## config.mk

```make
export PLATFORM = sky130hd
export DESIGN_NAME = nibble_link_rx
export DESIGN_NICKNAME = d
export VERILOG_FILES = /design/src/rtl/nibble_link_rx.sv
export SDC_FILE = /design/constraint.sdc
export NUM_CORES = 1
export LEC_CHECK = 0
export ABC_AREA = 1
export CAP_MARGIN = 20
export CELL_PAD_IN_SITES_DETAIL_PLACEMENT = 0
export CELL_PAD_IN_SITES_GLOBAL_PLACEMENT = 1
export CORE_MARGIN = 2
export CORE_UTILIZATION = 40
export CTS_CLUSTER_DIAMETER = 200
export DETAILED_ROUTE_END_ITERATION = 10
export DONT_BUFFER_PORTS = 1
export PLACE_DENSITY_LB_ADDON = 0.1
export SETUP_SLACK_MARGIN = 0.4
export SYNTH_ARGS = -nofsm -noshare
export SYNTH_HDL_FRONTEND = slang
export SYNTH_SLANG_ARGS = --single-unit
```

## constraint.sdc

```tcl
create_clock -name clk -period 3 [get_ports clk]
set_input_delay 0.6 -clock clk [delete_from_list [all_inputs] [get_ports clk]]
set_output_delay 0.6 -clock clk [all_outputs]
set_load 0.03 [all_outputs]
```

## src/rtl/nibble_link_rx.sv

```systemverilog
// ---------------------------------------------------------------------------
// nibble_link_rx
//
// Receive end of the inverting nibble pin link between tiles. The far tile
// drives its data nibble through inverter cells, so the pins carry active-low
// data. A toggle strobe marks each new nibble, and a start-of-frame flag
// accompanies the first (low) nibble of each byte.
//
// Every pin is brought into the clk domain through a SYNC_STAGES-deep flop
// chain. Strobe level changes are detected and registered together with the
// re-inverted nibble and the sof flag. A two-state FSM then pairs nibbles
// (low first) into bytes. It flags framing and timeout errors and keeps a
// saturating error count.
//
// Parameters
//   SYNC_STAGES  synchroniser depth (2..4)
//   TIMEOUT      cycles allowed in WAIT_HI without a strobe toggle (1..65535)
//   ERR_W        width of the saturating error counter
//
// Ports
//   clk         in   system clock
//   rst         in   asynchronous, active-high reset; clears all state
//   ena         in   when low, toggles are ignored and state/timer freeze
//   rx_nib_n    in   [3:0] inverted data nibble from the pins (async)
//   rx_stb      in   toggle strobe, one level change per nibble (async)
//   rx_sof      in   high with the low nibble of a byte (async)
//   byte_data   out  [7:0] last assembled byte {hi, lo}, true polarity
//   byte_valid  out  one-cycle pulse when byte_data updates
//   frame_err   out  one-cycle pulse on a framing or timeout error
//   err_count   out  [ERR_W-1:0] saturating count of frame_err pulses
//   busy        out  high while waiting for the high nibble
// ---------------------------------------------------------------------------
module nibble_link_rx #(
   parameter int SYNC_STAGES = 2,
   parameter int TIMEOUT     = 255,
   parameter int ERR_W       = 8
) (
   input  logic             clk,
   input  logic             rst,
   input  logic             ena,
   input  logic [3:0]       rx_nib_n,
   input  logic             rx_stb,
   input  logic             rx_sof,
   output logic [7:0]       byte_data,
   output logic             byte_valid,
   output logic             frame_err,
   output logic [ERR_W-1:0] err_count,
   output logic             busy
);

   localparam logic [15:0] TMO_LAST = 16'(TIMEOUT - 1);

   typedef enum logic {
      IDLE    = 1'b0,
      WAIT_HI = 1'b1
   } state_t;

   // Saturating increment: the count sticks at all-ones instead of wrapping.
   function automatic logic [ERR_W-1:0] sat_inc(input logic [ERR_W-1:0] cnt);
      return (&cnt) ? cnt : cnt + ERR_W'(1);
   endfunction

   logic [3:0]             nib_sync [SYNC_STAGES];
   logic [SYNC_STAGES-1:0] stb_sync;
   logic [SYNC_STAGES-1:0] sof_sync;
   logic                   stb_prev;

   logic                   vld_p0;
   logic [3:0]             nib_p0;
   logic                   sof_p0;

   state_t                 state;
   logic [15:0]            timer;
   logic [3:0]             lo_reg;

   // ---- synchroniser: pins -> clk domain --------------------------------
   // The nibble idles at 4'hF on the pins (true value 0).
   always_ff @(posedge clk or posedge rst) begin
      if (rst) begin
         for (int i = 0; i < SYNC_STAGES; i++) begin
            nib_sync[i] <= 4'hF;
         end
         stb_sync <= '0;
         sof_sync <= '0;
      end else begin
         nib_sync[0] <= rx_nib_n;
         for (int i = 1; i < SYNC_STAGES; i++) begin
            nib_sync[i] <= nib_sync[i-1];
         end
         stb_sync <= {stb_sync[SYNC_STAGES-2:0], rx_stb};
         sof_sync <= {sof_sync[SYNC_STAGES-2:0], rx_sof};
      end
   end

   // ---- stage p0: strobe edge detect, nibble re-inversion ---------------
   // stb_prev follows the synced strobe even while ena is low. Re-enabling
   // therefore never sees a stale level difference as a new nibble.
   always_ff @(posedge clk or posedge rst) begin
      if (rst) begin
         stb_prev <= 1'b0;
         vld_p0   <= 1'b0;
         nib_p0   <= 4'h0;
         sof_p0   <= 1'b0;
      end else begin
         stb_prev <= stb_sync[SYNC_STAGES-1];
         vld_p0   <= stb_sync[SYNC_STAGES-1] ^ stb_prev;
         nib_p0   <= ~nib_sync[SYNC_STAGES-1];
         sof_p0   <= sof_sync[SYNC_STAGES-1];
      end
   end

   // ---- stage p1: frame FSM and registered outputs ----------------------
   always_ff @(posedge clk or posedge rst) begin
      if (rst) begin
         state      <= IDLE;
         timer      <= 16'h0000;
         lo_reg     <= 4'h0;
         byte_data  <= 8'h00;
         byte_valid <= 1'b0;
         frame_err  <= 1'b0;
         err_count  <= '0;
         busy       <= 1'b0;
      end else begin
         byte_valid <= 1'b0;
         frame_err  <= 1'b0;
         if (ena) begin
            case (state)
               IDLE: begin
                  if (vld_p0) begin
                     if (sof_p0) begin
                        lo_reg <= nib_p0;
                        timer  <= 16'h0000;
                        state  <= WAIT_HI;
                        busy   <= 1'b1;
                     end else begin
                        // High nibble with no low nibble before it.
                        frame_err <= 1'b1;
                        err_count <= sat_inc(err_count);
                     end
                  end
               end
               WAIT_HI: begin
                  // A toggle takes priority over a timeout in the same cycle.
                  if (vld_p0) begin
                     if (!sof_p0) begin
                        byte_data  <= {nib_p0, lo_reg};
                        byte_valid <= 1'b1;
                        timer      <= 16'h0000;
                        state      <= IDLE;
                        busy       <= 1'b0;
                     end else begin
                        // A new sof: drop the old low nibble and restart.
                        frame_err <= 1'b1;
                        err_count <= sat_inc(err_count);
                        lo_reg    <= nib_p0;
                        timer     <= 16'h0000;
                     end
                  end else if (timer == TMO_LAST) begin
                     frame_err <= 1'b1;
                     err_count <= sat_inc(err_count);
                     timer     <= 16'h0000;
                     state     <= IDLE;
                     busy      <= 1'b0;
                  end else begin
                     timer <= timer + 16'd1;
                  end
               end
               default: begin
                  state <= IDLE;
                  busy  <= 1'b0;
               end
            endcase
         end
      end
   end

endmodule

```

==> results.py <==
metrics = {
    "sta": {
        "period_share_pct": 59.67,
        "tns_ns": 0,
        "fin_skew_ns": 0.004706,
        "rsz0062_at_grt": "false",
        "final-setup-viol-count": 0,
        "tightestPinTransition_ns": 0.5720,
        "finalCriticalPeriod_ns": 1.790,
        "max_freq_mhz": 558.6,
        "slew_viol_final": 0,
        "slew_headroom_pct": 61.87,
        "hold_violations": 0,
    },
    "yosys": {
        "synth-seq-area-share_pct": 56.44,
        "synthTopCellsByArea": "dfrtp_1 (48%), nand2_1 (12%), dfstp_2 (8.0%), inv_1 (5.4%), nand3_1 (4.4%)",
        "synth_area_per_cell_um2": 8.809,
        "async_reset_ff_share_pct": 100.0,
        "synth_nets": 311,
        "synth.distinct_cells": 27,
        "synth_edf_count": 0,
        "synthTopCellsByCount": "nand2_1 (86), dfrtp_1 (51), inv_1 (38)",
        "syn_inst": 299,
        "synth_top_cell_area_share_pct": 48.46,
        "synthFlopType": "dfrtp_1",
        "synth-seq-cells": 59,
        "synth_warnings": 0,
        "yosysTopAreaCell": "dfrtp_1",
        "syn_area_um2": 2634,
        "synth_most_common_cell": "nand2_1",
    },
    "die": {
        "initial_core_util_pct": 41.48,
        "core_um2": 6350,
        "die_w_um": 85.15,
        "dieHeight_um": 85.15,
        "die-area_um2": 7250,
        "ios": 28,
        "rows": 29,
    },
    "cells_and_area": {
        "regMostFlops": "timer",
        "num_antenna_cells": 0,
        "largest_register_ffs": 16,
        "nets": 319,
        "areaGrowthSynthToFinish_pct": 11.92,
        "seqCellArea_um2": 1486,
        "layout-drive-gt1-share_pct": 13.78,
        "fillCellCount": 633,
        "multi_input_area_um2": 965.9,
    },
    "critical_path": {
        "worstSetupPathType": "register to register",
        "cp.arrival_ns": 2.04,
        "cpPeakStageDelay_ns": 0.57,
        "endpoint_kind": "register",
        "path_cells": "ha_1 > nand4_1 > nor2_1 > nor2_4 > nand2_2 > nand2_1 > o21ai_2",
        "cp-start-kind": "register",
        "cp_slowest_cell": "dfrtp_1",
        "crit_fanout": 11,
        "cp.required_ns": 3.25,
    },
    "clocking": {
        "cts_resized": 0,
        "clockBufferDepth": 2,
        "cts_max_level": 3,
        "clk-insertion-delay-late_ns": 0.33,
        "cts_inserted_buffers": 9,
        "clock-root-buffer": "clkbuf_8",
        "cts_hold_buf": 0,
        "path_clk_slew_ns": 0.07,
        "post_cts_buffers": 0,
        "cts.sinks": 59,
        "cts_tree": "yes",
    },
    "placed_design": {
        "port_buffers": 0,
        "dp_hpwl_um": 3392,
        "routabilityCongestion": 0.7618,
    },
    "global_route": {
        "antenna_found_initial": 0,
        "grt_pass1_wl_um": 8542,
        "globalRouteTotalUtil_pct": 15.21,
        "grt_overflow": 0,
        "grt_max_degree": 48,
        "grt_pass1_vias": 1779,
    },
    "route": {
        "routedWlPerCell_um": 12.39,
        "drcViolationCount": 0,
        "drtIter0Drc": 84,
        "totalWireLength_um": 4818,
        "via_count": 1829,
        "vias_per_cell": 4.702,
        "drt-pass1-iter-count": 4,
        "antenna_left": 0,
    },
    "power": {
        "power_frac_seq_pct": 51.2,
        "power_mw": 2.252,
        "p_int_mw": 1.567,
        "comb_power_share_pct": 10.0,
        "swShare_pct": 30.41,
        "powerDensity_nw_per_um2": 763.9,
        "clockPowerShare_pct": 38.8,
        "vdd_drop_max_uv": 398.3,
        "p_switching_mw": 0.6847,
        "leakage_nw": 1.438,
    },
    "hold_path": {
        "hold_class": "input pin to async pin",
    },
    "status": {
        "status": "finished clean",
    },
    "flow_run": {
        "cap_violations": 0,
    },
}
==> cells in the final DEF (no fill, tap or decap), drive strengths merged <==
master,Yosys,routed
xor2,5,5
clkinv,0,2
dfrtp,51,51
o21bai,1,1
inv,40,40
nor2,34,34
nand3b,2,2
bufinv,0,3
nor3,3,3
dfstp,8,8
nand4,5,5
a21oi,3,3
o21ai,19,19
nand2,91,91
clkbuf,0,11
xnor2,4,4
buf,4,1
or2,1,1
ha,3,3
nand3,25,25
==> cell type report <==
class	instances	area share, %
inverters	40	5.093
well taps	77	3.268
multi-input cells	196	32.77
clock inverters	5	3.396
clock buffers	11	4.796
flip-flops and latches	59	50.42
repair buffers	1	0.2547
==> power groups by stage <==
stage / clock network, mW / logic, mW / registers [mW]
finish: 0.873 / 0.225 / 1.15
global route: 0.941 / 0.276 / 1.17
CTS: 0.906 / 0.232 / 1.16
detailed placement: 0 / 0.231 / 1.17
global placement: 0 / 0.231 / 1.17
floorplan: 0 / 0.201 / 1.14
==> worst max-delay path: cells and delay by family, from the launching register on <==
kind	cells	cell delay, ns
DFF	1	0.57
and+or+nand+nor	5	0.81
AOI/OAI and AO/OA	1	0.06
adders and majority gates	1	0.28
==> metal layers <==
layer  track usage (%)  share of wire [%]  wire length (µm)  up-vias
met5                 0                  0                 0        -
met2             24.01                 48              2313       30
li1                  -                  -                 -      948
met1             19.38                 46              2238      843
met4             6.061                1.4                66        0
met3             4.961                4.1               199        8
==> path summary, 6_finish.rpt <==
kind                               from            to  slack, ns  cells after the start
max                        err_count[0]  err_count[6]       1.21                      7
min                                 rst     timer[15]       0.09                      1
max reg2reg                err_count[0]  err_count[6]       1.21                      7
min reg2reg                 sof_sync[1]        sof_p0       0.34                      0
max in group asynchronous           rst   nib_sync[4]       2.06                      2
min in group clk            rx_nib_n[2]   nib_sync[6]       0.27                      0
==> metrics by stage <==
stage	cell area, µm²	std cells	setup slack, ns	utilization [%]	hold slack, ns
2_1_floorplan	2634	299	0.9569	-	0.3312
3_3_place_gp	2706	373	1.215	42.62	0.3320
3_5_place_dp	2706	373	1.185	42.62	0.3358
4_1_cts	2948	389	1.178	46.42	0.08070
5_1_grt	2948	389	0.9975	46.42	0.09624
6_report	2948	389	1.210	46.42	0.08715
==> kinds of logic after synthesis <==
group / Yosys count / synth area share [%]
AO/OA/AOI/OAI: 23 / 5.321
AND/OR/NAND/NOR: 161 / 26.94
buffers and inverters: 44 / 6.888
flip-flops: 59 / 56.44
adder cells (fa/ha/maj): 3 / 1.425
XOR/XNOR: 9 / 2.993
No activity file was read; power rests on OpenSTA's default activity.
